<file path="src/rtl/pwm_pkg.sv">
// rtl/pwm_pkg.sv - shared types and helpers for the PWM frame scheduler
package pwm_pkg;

  localparam int STEPS_DEFAULT = 100;

  typedef logic [6:0] duty_t;

  typedef enum logic [1:0] {
    RUN,
    FETCH,
    CAPTURE
  } fetch_state_e;

  // Prescaler divide ratio so that one frame of `steps` ticks lasts 1/freq seconds.
  function automatic int div_calc(input int clock_freq, input int freq, input int steps);
    return clock_freq / (freq * steps);
  endfunction

endpackage

</file>
<file path="src/rtl/pwm_frame_timer.sv">
// rtl/pwm_frame_timer.sv - prescaler, step counter and duty fetch FSM for one PWM frame
module pwm_frame_timer
  import pwm_pkg::*;
#(
  parameter int DIV   = 500,
  parameter int STEPS = STEPS_DEFAULT
) (
  input  logic       clk_i,
  input  logic       rst_i,
  input  logic       en_i,
  output logic [6:0] step_o,
  output logic       load_o,
  output logic       capture_o,
  output logic       frame_start_o
);

  localparam int              PW         = $clog2(DIV);
  localparam logic [PW-1:0]   PRESC_LAST = PW'(DIV - 1);
  localparam duty_t           STEP_LAST  = duty_t'(STEPS - 1);
  localparam duty_t           STEP_PRE   = duty_t'(STEPS - 2);

  // CAPTURE lands two cycles after the fetch tick; it must precede the frame-wrap tick.
  if (DIV < 4) begin : g_div_check
    $error("pwm_frame_timer: DIV must be at least 4");
  end

  logic [PW-1:0] presc_q, presc_d;
  duty_t         step_q, step_d;
  fetch_state_e  state_q;
  logic          load_q, capture_q;
  logic          tick;

  always_comb begin
    tick    = en_i && (presc_q == PRESC_LAST);
    presc_d = presc_q + 1'b1;
    step_d  = step_q;
    if (!en_i || tick) presc_d = '0;
    if (!en_i) begin
      step_d = '0;
    end else if (tick) begin
      step_d = (step_q == STEP_LAST) ? '0 : step_q + 1'b1;
    end
  end

  always_ff @(posedge clk_i or posedge rst_i) begin
    if (rst_i) begin
      presc_q <= '0;
      step_q  <= '0;
    end else begin
      presc_q <= presc_d;
      step_q  <= step_d;
    end
  end

  always_ff @(posedge clk_i or posedge rst_i) begin
    if (rst_i) begin
      state_q   <= RUN;
      load_q    <= 1'b0;
      capture_q <= 1'b0;
    end else if (!en_i) begin
      state_q   <= RUN;
      load_q    <= 1'b0;
      capture_q <= 1'b0;
    end else begin
      load_q    <= 1'b0;
      capture_q <= 1'b0;
      case (state_q)
        RUN: begin
          if (tick && (step_q == STEP_PRE)) begin
            state_q <= FETCH;
            load_q  <= 1'b1;
          end
        end
        FETCH: begin
          state_q   <= CAPTURE;
          capture_q <= 1'b1;
        end
        default: state_q <= RUN;
      endcase
    end
  end

  assign step_o        = step_q;
  assign load_o        = load_q;
  assign capture_o     = capture_q;
  assign frame_start_o = tick && (step_q == STEP_LAST);

endmodule

</file>
<file path="src/rtl/pwm_frame_scheduler.sv">
// rtl/pwm_frame_scheduler.sv - motor and servo PWM frame timing with frame-aligned duty updates
module pwm_frame_scheduler
  import pwm_pkg::*;
#(
  parameter int CLOCK_FREQ = 50000000,
  parameter int MOTOR_FREQ = 1000,
  parameter int SERVO_FREQ = 50,
  parameter int STEPS      = STEPS_DEFAULT
) (
  input  logic       clk_i,
  input  logic       clr_i,
  input  logic       en_i,
  input  logic [6:0] rear_duty_i,
  input  logic [6:0] front_duty_i,
  input  logic [6:0] servo_duty_i,
  output logic       load_rear_o,
  output logic       load_front_o,
  output logic       load_servo_out_o,
  output logic       rear_pwm_o,
  output logic       front_pwm_o,
  output logic       servo_pwm_o,
  output logic       motor_frame_o
);

  localparam int    MOTOR_DIV = div_calc(CLOCK_FREQ, MOTOR_FREQ, STEPS);
  localparam int    SERVO_DIV = div_calc(CLOCK_FREQ, SERVO_FREQ, STEPS);
  localparam duty_t DUTY_MAX  = duty_t'(STEPS);

  function automatic duty_t clamp_duty(input duty_t d);
    return (d > DUTY_MAX) ? DUTY_MAX : d;
  endfunction

  logic [6:0] motor_step, servo_step;
  logic       motor_load, motor_capture, motor_frame_start;
  logic       servo_load, servo_capture, servo_frame_start;

  pwm_frame_timer #(.DIV(MOTOR_DIV), .STEPS(STEPS)) u_motor_timer (
    .clk_i         (clk_i),
    .rst_i         (clr_i),
    .en_i          (en_i),
    .step_o        (motor_step),
    .load_o        (motor_load),
    .capture_o     (motor_capture),
    .frame_start_o (motor_frame_start)
  );

  pwm_frame_timer #(.DIV(SERVO_DIV), .STEPS(STEPS)) u_servo_timer (
    .clk_i         (clk_i),
    .rst_i         (clr_i),
    .en_i          (en_i),
    .step_o        (servo_step),
    .load_o        (servo_load),
    .capture_o     (servo_capture),
    .frame_start_o (servo_frame_start)
  );

  duty_t pend_rear_q, pend_rear_d, pend_front_q, pend_front_d, pend_servo_q, pend_servo_d;
  duty_t act_rear_q, act_rear_d, act_front_q, act_front_d, act_servo_q, act_servo_d;
  logic  motor_frame_q;

  // Pending duties are sampled the cycle after the load strobe and only go live at a frame wrap.
  always_comb begin
    pend_rear_d  = pend_rear_q;
    pend_front_d = pend_front_q;
    pend_servo_d = pend_servo_q;
    act_rear_d   = act_rear_q;
    act_front_d  = act_front_q;
    act_servo_d  = act_servo_q;
    if (motor_capture) begin
      pend_rear_d  = clamp_duty(rear_duty_i);
      pend_front_d = clamp_duty(front_duty_i);
    end
    if (servo_capture) pend_servo_d = clamp_duty(servo_duty_i);
    if (motor_frame_start) begin
      act_rear_d  = pend_rear_q;
      act_front_d = pend_front_q;
    end
    if (servo_frame_start) act_servo_d = pend_servo_q;
  end

  always_ff @(posedge clk_i or posedge clr_i) begin
    if (clr_i) begin
      pend_rear_q   <= '0;
      pend_front_q  <= '0;
      pend_servo_q  <= '0;
      act_rear_q    <= '0;
      act_front_q   <= '0;
      act_servo_q   <= '0;
      motor_frame_q <= 1'b0;
    end else begin
      pend_rear_q   <= pend_rear_d;
      pend_front_q  <= pend_front_d;
      pend_servo_q  <= pend_servo_d;
      act_rear_q    <= act_rear_d;
      act_front_q   <= act_front_d;
      act_servo_q   <= act_servo_d;
      motor_frame_q <= motor_frame_start;
    end
  end

  assign load_rear_o      = motor_load;
  assign load_front_o     = motor_load;
  assign load_servo_out_o = servo_load;
  assign motor_frame_o    = motor_frame_q;
  assign rear_pwm_o       = en_i & (motor_step < act_rear_q);
  assign front_pwm_o      = en_i & (motor_step < act_front_q);
  assign servo_pwm_o      = en_i & (servo_step < act_servo_q);

endmodule
</file>
<file path="config.mk">
export PLATFORM = sky130hd
export DESIGN_NAME = pwm_frame_scheduler
export DESIGN_NICKNAME = d
export VERILOG_FILES = /design/src/rtl/pwm_pkg.sv /design/src/rtl/pwm_frame_timer.sv /design/src/rtl/pwm_frame_scheduler.sv
export SDC_FILE = /design/constraint.sdc
export NUM_CORES = 1
export LEC_CHECK = 0
export CORE_MARGIN = 2
export CORE_UTILIZATION = 63
export CTS_CLUSTER_DIAMETER = 120
export DETAILED_ROUTE_END_ITERATION = 10
export GPL_TIMING_DRIVEN = 0
export MAX_ROUTING_LAYER = met4
export PLACE_DENSITY = 0.84
export SYNTH_ARGS = -nofsm -noshare
export SYNTH_HDL_FRONTEND = slang
export SYNTH_HIERARCHICAL = 1
export SYNTH_SLANG_ARGS = --single-unit
</file>
<file path="constraint.sdc">
create_clock -name clk_i -period 5.05 [get_ports clk_i]
set_input_delay 0.505 -clock clk_i [delete_from_list [all_inputs] [get_ports clk_i]]
set_output_delay 0.505 -clock clk_i [all_outputs]
set_load 0.005 [all_outputs]
</file>
======== Word level (Yosys, flattened, before mapping) ========
Index checks and enable logic that the tools add are counted.
storage, ports and cells
  flip-flop bits (word level) ............. 88
  bits in latches ......................... 0
  bits in writable memories ............... 0
  ROM bits ................................ 0
  input port bits ......................... 24
  output and inout port bits .............. 7
  memories kept ........................... 0
operators by class
  $add $sub $neg .......................... 4
  $mul .................................... 0
  div/mod/pow operators ................... 0
  magnitude comparators ................... 6
  equal/unequal tests ..................... 12
  shifts and indexed selects .............. 0
  mux-type cells .......................... 27
  bitwise operators ....................... 3
  reduce and logical (&&, ||, !) cells .... 11
operator list
  kind                                                              number
  7-bit 2-to-1 mux                                                  9
  7-bit == test (second input constant)                             4
  7-bit > comparator (second input constant)                        3
  7-bit < comparator                                                3
  14-bit by 1-bit adder with 14-bit output (second input constant)  1
  7-bit by 1-bit adder with 7-bit output (second input constant)    2
  14-bit == test (second input constant)                            1
  14-bit 2-to-1 mux                                                 1
  1-bit 2-to-1 mux                                                  10
  9-bit by 1-bit adder with 9-bit output (second input constant)    1
  9-bit == test (second input constant)                             1
  9-bit 2-to-1 mux                                                  1
  2-bit 2-to-1 mux                                                  4
  2-bit one-hot mux with 2 select lines                             2
  1-bit logical AND                                                 6
  3-bit by 2-bit != test with 1-bit output (second input constant)  2
  2-bit by 1-bit == test with 1-bit output (second input constant)  2
  2-bit logical NOT                                                 2
  2-bit by 1-bit != test with 1-bit output (second input constant)  2
  1-bit bitwise AND                                                 3
  1-bit logical OR                                                  2
  1-bit logical NOT                                                 1

======== Logic depth before layout (Yosys ltp) ========
  depth in word-level cells ............... 6
  depth in mapped cells ................... 8

======== Cells and area by module ========
The synthesis kept the hierarchy.
by module, submodules not included
  module                            instances  cells an instance  area each (um^2)  sequential area each (um^2)
  pwm_frame_scheduler               1          211                2092.0            1076.0
  pwm_frame_timer at u_servo_timer  1          126                1241.2            625.6
  pwm_frame_timer at u_motor_timer  1          93                 1019.7            500.5

======== Worst setup path after synthesis ========
No wires, ideal clock.
  path type ............................... reg2reg
  from .................................... register u_servo_timer.presc_q[5]
  to ...................................... register u_servo_timer.step_q[0], in the netlist u_servo_timer/step_o[0]
  setup time .............................. 0.080 ns
  arrival time ............................ 1.956 ns
  path slack .............................. 3.014 ns
  stages on the path, launching flop included .. 5
  buffers on the path ..................... 0
  period minus slack after synthesis ...... 2.036 ns
  cell sequence ........................... dfrtp_1 or4b_4 or4_4 or3_1 a21oi_1
on the way
  longest elaborated chain between the ends .. 3
ends and longest elaborated chain
  what                                                RTL line               text
  from (decl)                                         pwm_frame_timer.sv:27  logic [PW-1:0] presc_q, presc_d;
  from (signal assigned)                              pwm_frame_timer.sv:50  presc_q <= presc_d;
  14-bit == test                                      pwm_frame_timer.sv:34  tick = en_i && (presc_q == PRESC_LAST);
  1-bit logical AND                                   pwm_frame_timer.sv:34
  2-bit by 1-bit != test with 1-bit output (no line)  --
  to (signal assigned)                                pwm_frame_timer.sv:51  step_q <= step_d;
  to (decl)                                           pwm_frame_timer.sv:28  duty_t step_q, step_d;
No other way between the ends.
A chain may end at the register's enable or synchronous reset.

======== Worst setup path after layout ========
  from .................................... input en_i
  to ...................................... output rear_pwm_o
on the way
  longest elaborated chain between the ends .. 1
ends and longest elaborated chain
  what               RTL line                    text
  from (decl)        pwm_frame_scheduler.sv:12   input logic en_i,
  1-bit bitwise AND  pwm_frame_scheduler.sv:105  assign rear_pwm_o = en_i & (motor_step < act_rear_q);
  to (decl)          pwm_frame_scheduler.sv:19   output logic rear_pwm_o,
No other way between the ends.

==> results.yml <==
run_status:
  status: "finished clean"
routing:
  drtIter0Drc: 231
  wl_um: 8486
  wl_per_cell_um: 15.29
  vias: 3271
  drc: 0
  vias_per_cell: 5.894
  dr.pass1.iters: 5
  drtAntennaViolNets: 0
synthesis:
  synth_ff_type: "dfrtp_1"
  synth_seq_cells: 88
  yosys.cell_types.count: 58
  syn_area_per_cell_um2: 10.12
  async_flop_share_pct: 100.0
  seq_area_frac_synth_pct: 50.59
  syn_area_mm2: 0.004353
  synth_edf_count: 0
  syn_inst: 430
  synth_nets: 478
  yosysWarnings: 6
worst_setup_path:
  worst-setup-path-type: "in2out"
  crit_top_cell: "clkdlybuf4s50_1"
  cp-startpoint: "en_i"
  cp-endpoint: "rear_pwm_o"
  critPathCaptureType: "primary output"
  cp.arrival_ps: 2540
  cp-start-kind: "primary input"
  crit_path_cell_trace: "clkdlybuf4s50_1, or2b_1, a221o_1, a31oi_1, clkdlybuf4s50_1"
  crit_family: "buffers and inverters"
  timing.rr.end: "act_servo_q[6]"
  cp_data_required_time_ps: 4550
  crit_cells: 5
  critPathSlowestCell: "clkdlybuf4s50_1"
  ff2ff_setup_slack_ps: 2640
  critPathMaxFanout: 10
  rr_worst_depth: 5
  cpPeakStageDelay_ps: 710
  worstPathBufferInverterCount: 2
  reg2reg_from: "u_servo_timer/presc_q[5]"
die:
  coreArea_mm2: 0.006756
  die_area_mm2: 0.007590
  die_y_um: 87.12
  initial_core_util_pct: 64.43
  rows: 30
  pin_count: 31
  die_w_um: 87.12
pwr:
  ir_worst_vdd_uv: 223.2
  p_total_mw: 1.276
  p_leak_nw: 2.441
  pwr-share-clk_pct: 39.7
  p_sw_share_pct: 22.44
  switching_power_uw: 286.2
  internal_power_uw: 989.4
  seq_power_share_pct: 55.8
  combinationalPowerShare_pct: 4.5
  power.density_mw_per_mm2: 257.3
place:
  place.port_buffers: 30
  gp_congestion: 0.9084
  dpl.hpwl_um: 5887
  pre_cts_slack_ps: 2036
timing:
  setup_violations: 0
  setup_ws_ps: 2004
  grt_setup_unrepaired: "no"
  tightest_slew_ps: 916.6
  fin_crit_ps: 3046
  skew_ps: 7.891
  holdWs_ps: 459.7
  drv_slew: 0
  maxSlewHeadroom_pct: 38.83
  fmax_mhz: 328.3
  final-hold-violation-count: 0
  fin_tns_setup_ps: 0
  finalCritPeriodShare_pct: 60.31
clocking:
  cts.sinks: 88
  cts_tree: "built"
  cts_resized: 0
  hold_buffers: 0
  postCtsSetupBuffers: 0
  numCtsBuffers: 9
  htreeDepth: 3
  clk_path_buf_depth: 2
  cts-root-buf: "clkbuf_8"
  insertion_delay_ps: 360
  path_clk_slew_ps: 80
global_route:
  grt_pass1_vias: 3223
  grt_pass1_wl_um: 14820
  antenna_found_initial: 0
  grt_max_degree: 44
  grt.overflow.total: 0
  track_usage_pct: 26.06
min_path:
  hp-class: "reg2reg"
layout:
  final_layout_size_suffix_gt1_share_pct: 9.684
  areaGrowthSynthToFinish_pct: 13.88
  n_antenna_cell: 0
  num-nets-final: 519
flow_run:
  maxCapViolations: 0
-- worst register-to-register path, stage by stage (launching register included) --
cell and delay [ps]:
dfrtp_1 440, or4b_4 590, nor4_1 440, and3_1 330
clkbuf_1 330, o21ai_0 150
-- how the worst min path moves through the flow --
stage	start	end	slack [ps]	depth (start not counted)
2_1_floorplan	u_servo_timer/state_q[1]	u_servo_timer/capture_o	430	1
3_3_place_gp	u_servo_timer/state_q[1]	u_servo_timer/state_q[1]	450	1
3_5_place_dp	u_servo_timer/state_q[1]	u_servo_timer/state_q[1]	460	1
4_1_cts	u_servo_timer/state_q[1]	u_servo_timer/state_q[1]	470	1
5_1_grt	u_servo_timer/state_q[1]	u_servo_timer/state_q[1]	470	1
6_report	u_servo_timer/state_q[1]	u_servo_timer/state_q[1]	460	1
-- area by class of cell --
class / count / area, µm²
Multi-Input combinational cell: 283 / 1912
Clock buffer: 11 / 151.4
Tap cell: 80 / 100.1
Clock inverter: 4 / 52.55
Timing Repair Buffer: 30 / 300.3
Buffer: 12 / 62.56
Sequential cell: 88 / 2202
Inverter: 47 / 176.4
Fill cell: 468 / 1799
-- flip-flops by register name, summed over array words and instances, names as in the netlist, 7 cells and up --
name                   flops
u_servo_timer/step_o       7
act_rear_q                 7
u_servo_timer/presc_q     14
pend_rear_q                7
act_servo_q                7
pend_front_q               7
pend_servo_q               7
act_front_q                7
u_motor_timer/step_o       7
u_motor_timer/presc_q      9
-- power groups by stage --
| stage | clock [mW] | sequential, mW | combinational, mW |
|---|---|---|---|
| 2_1_floorplan | 0 | 0.725 | 0.0274 |
| 4_1_cts | 0.516 | 0.711 | 0.0592 |
| 3_5_place_dp | 0 | 0.725 | 0.0587 |
| 6_report | 0.506 | 0.711 | 0.0578 |
| 5_1_grt | 0.546 | 0.712 | 0.0648 |
| 3_3_place_gp | 0 | 0.725 | 0.0570 |
-- layer usage --
layer  global-route usage, %  vias to the layer above  wire [µm]
met2                   38.79                       89       4095
met4                   11.47                        0        165
met1                   34.79                     1591       3874
li1                        -                     1576          -
met5                       -                        -          0
met3                   5.498                       15        351
-- placed cells by master (no fill, tap or decap), types with 3 or more instances in the layout --
master / count
mux2_2: 9
xnor2_1: 13
o22ai_1: 6
nor2_1: 30
nand4_1: 5
a221o_1: 3
and3b_1: 4
nor3_1: 6
buf_2: 5
dfrtp_1: 88
nand2_1: 40
inv_1: 45
clkbuf_1: 5
or2b_1: 3
a21oi_1: 6
a31oi_1: 4
nor4_1: 5
o21ai_0: 37
or3_1: 4
nor3b_1: 3
and3_2: 3
a21o_1: 3
xor2_1: 5
clkdlybuf4s50_1: 30
clkbuf_8: 11
ha_1: 24
a32o_1: 3
nand3_1: 19
nor2b_1: 4
and3_1: 8
and2_1: 3
-- synthesized netlist by cell type (2+ instances only) --
master | number | area share [%]
xnor2_1 | 13 | 2.6
a21o_1 | 3 | 0.52
and4_2 | 2 | 0.46
nor4_1 | 5 | 0.72
nand3_1 | 19 | 2.2
and4_1 | 2 | 0.40
or3_1 | 4 | 0.57
nor3b_1 | 3 | 0.52
o22ai_1 | 6 | 0.86
nand2_1 | 40 | 3.4
nand2b_1 | 2 | 0.29
a32o_1 | 3 | 0.69
a31oi_1 | 4 | 0.57
dfrtp_1 | 88 | 51
mux2_2 | 9 | 2.3
and3_1 | 8 | 1.1
mux2i_1 | 2 | 0.46
nor3_1 | 6 | 0.69
a21oi_1 | 6 | 0.69
nor2b_1 | 4 | 0.57
ha_1 | 24 | 6.9
and3b_1 | 4 | 0.80
xor2_1 | 5 | 1.0
clkbuf_1 | 5 | 0.43
a221o_1 | 3 | 0.69
nor2_1 | 30 | 2.6
or2b_1 | 3 | 0.52
and2_1 | 3 | 0.43
nand4_1 | 5 | 0.72
o22a_1 | 2 | 0.40
o21ai_0 | 37 | 4.3
nor4b_1 | 2 | 0.40
buf_2 | 5 | 0.57
and3_2 | 3 | 0.52
a21boi_1 | 2 | 0.34
inv_1 | 46 | 4.0
-- cells by family (layout without fill, tap and decap cells) --
kind of cell,count (synthesis),in the layout,share of synthesized area [%]
adder cells (fa/ha/maj),24,24,6.899
buffers and inverters,59,104,5.490
XOR/XNOR,18,18,3.622
AO/OA/AOI/OAI,76,76,11.01
multiplexers,11,11,2.788
flip-flops,88,88,50.59
AND/OR/NAND/NOR,154,154,19.60
-- through the flow --
| stage | std cells | area [µm²] | utilization, % |
|---|---|---|---|
| global placement | 540 | 4753 | 70.35 |
| global route | 555 | 4957 | 73.37 |
| finish | 555 | 4957 | 73.37 |
| CTS | 555 | 4957 | 73.37 |
| detailed placement | 540 | 4753 | 70.35 |
| floorplan | 430 | 4353 | - |
Note: power is estimated with default switching activity, not from simulation.
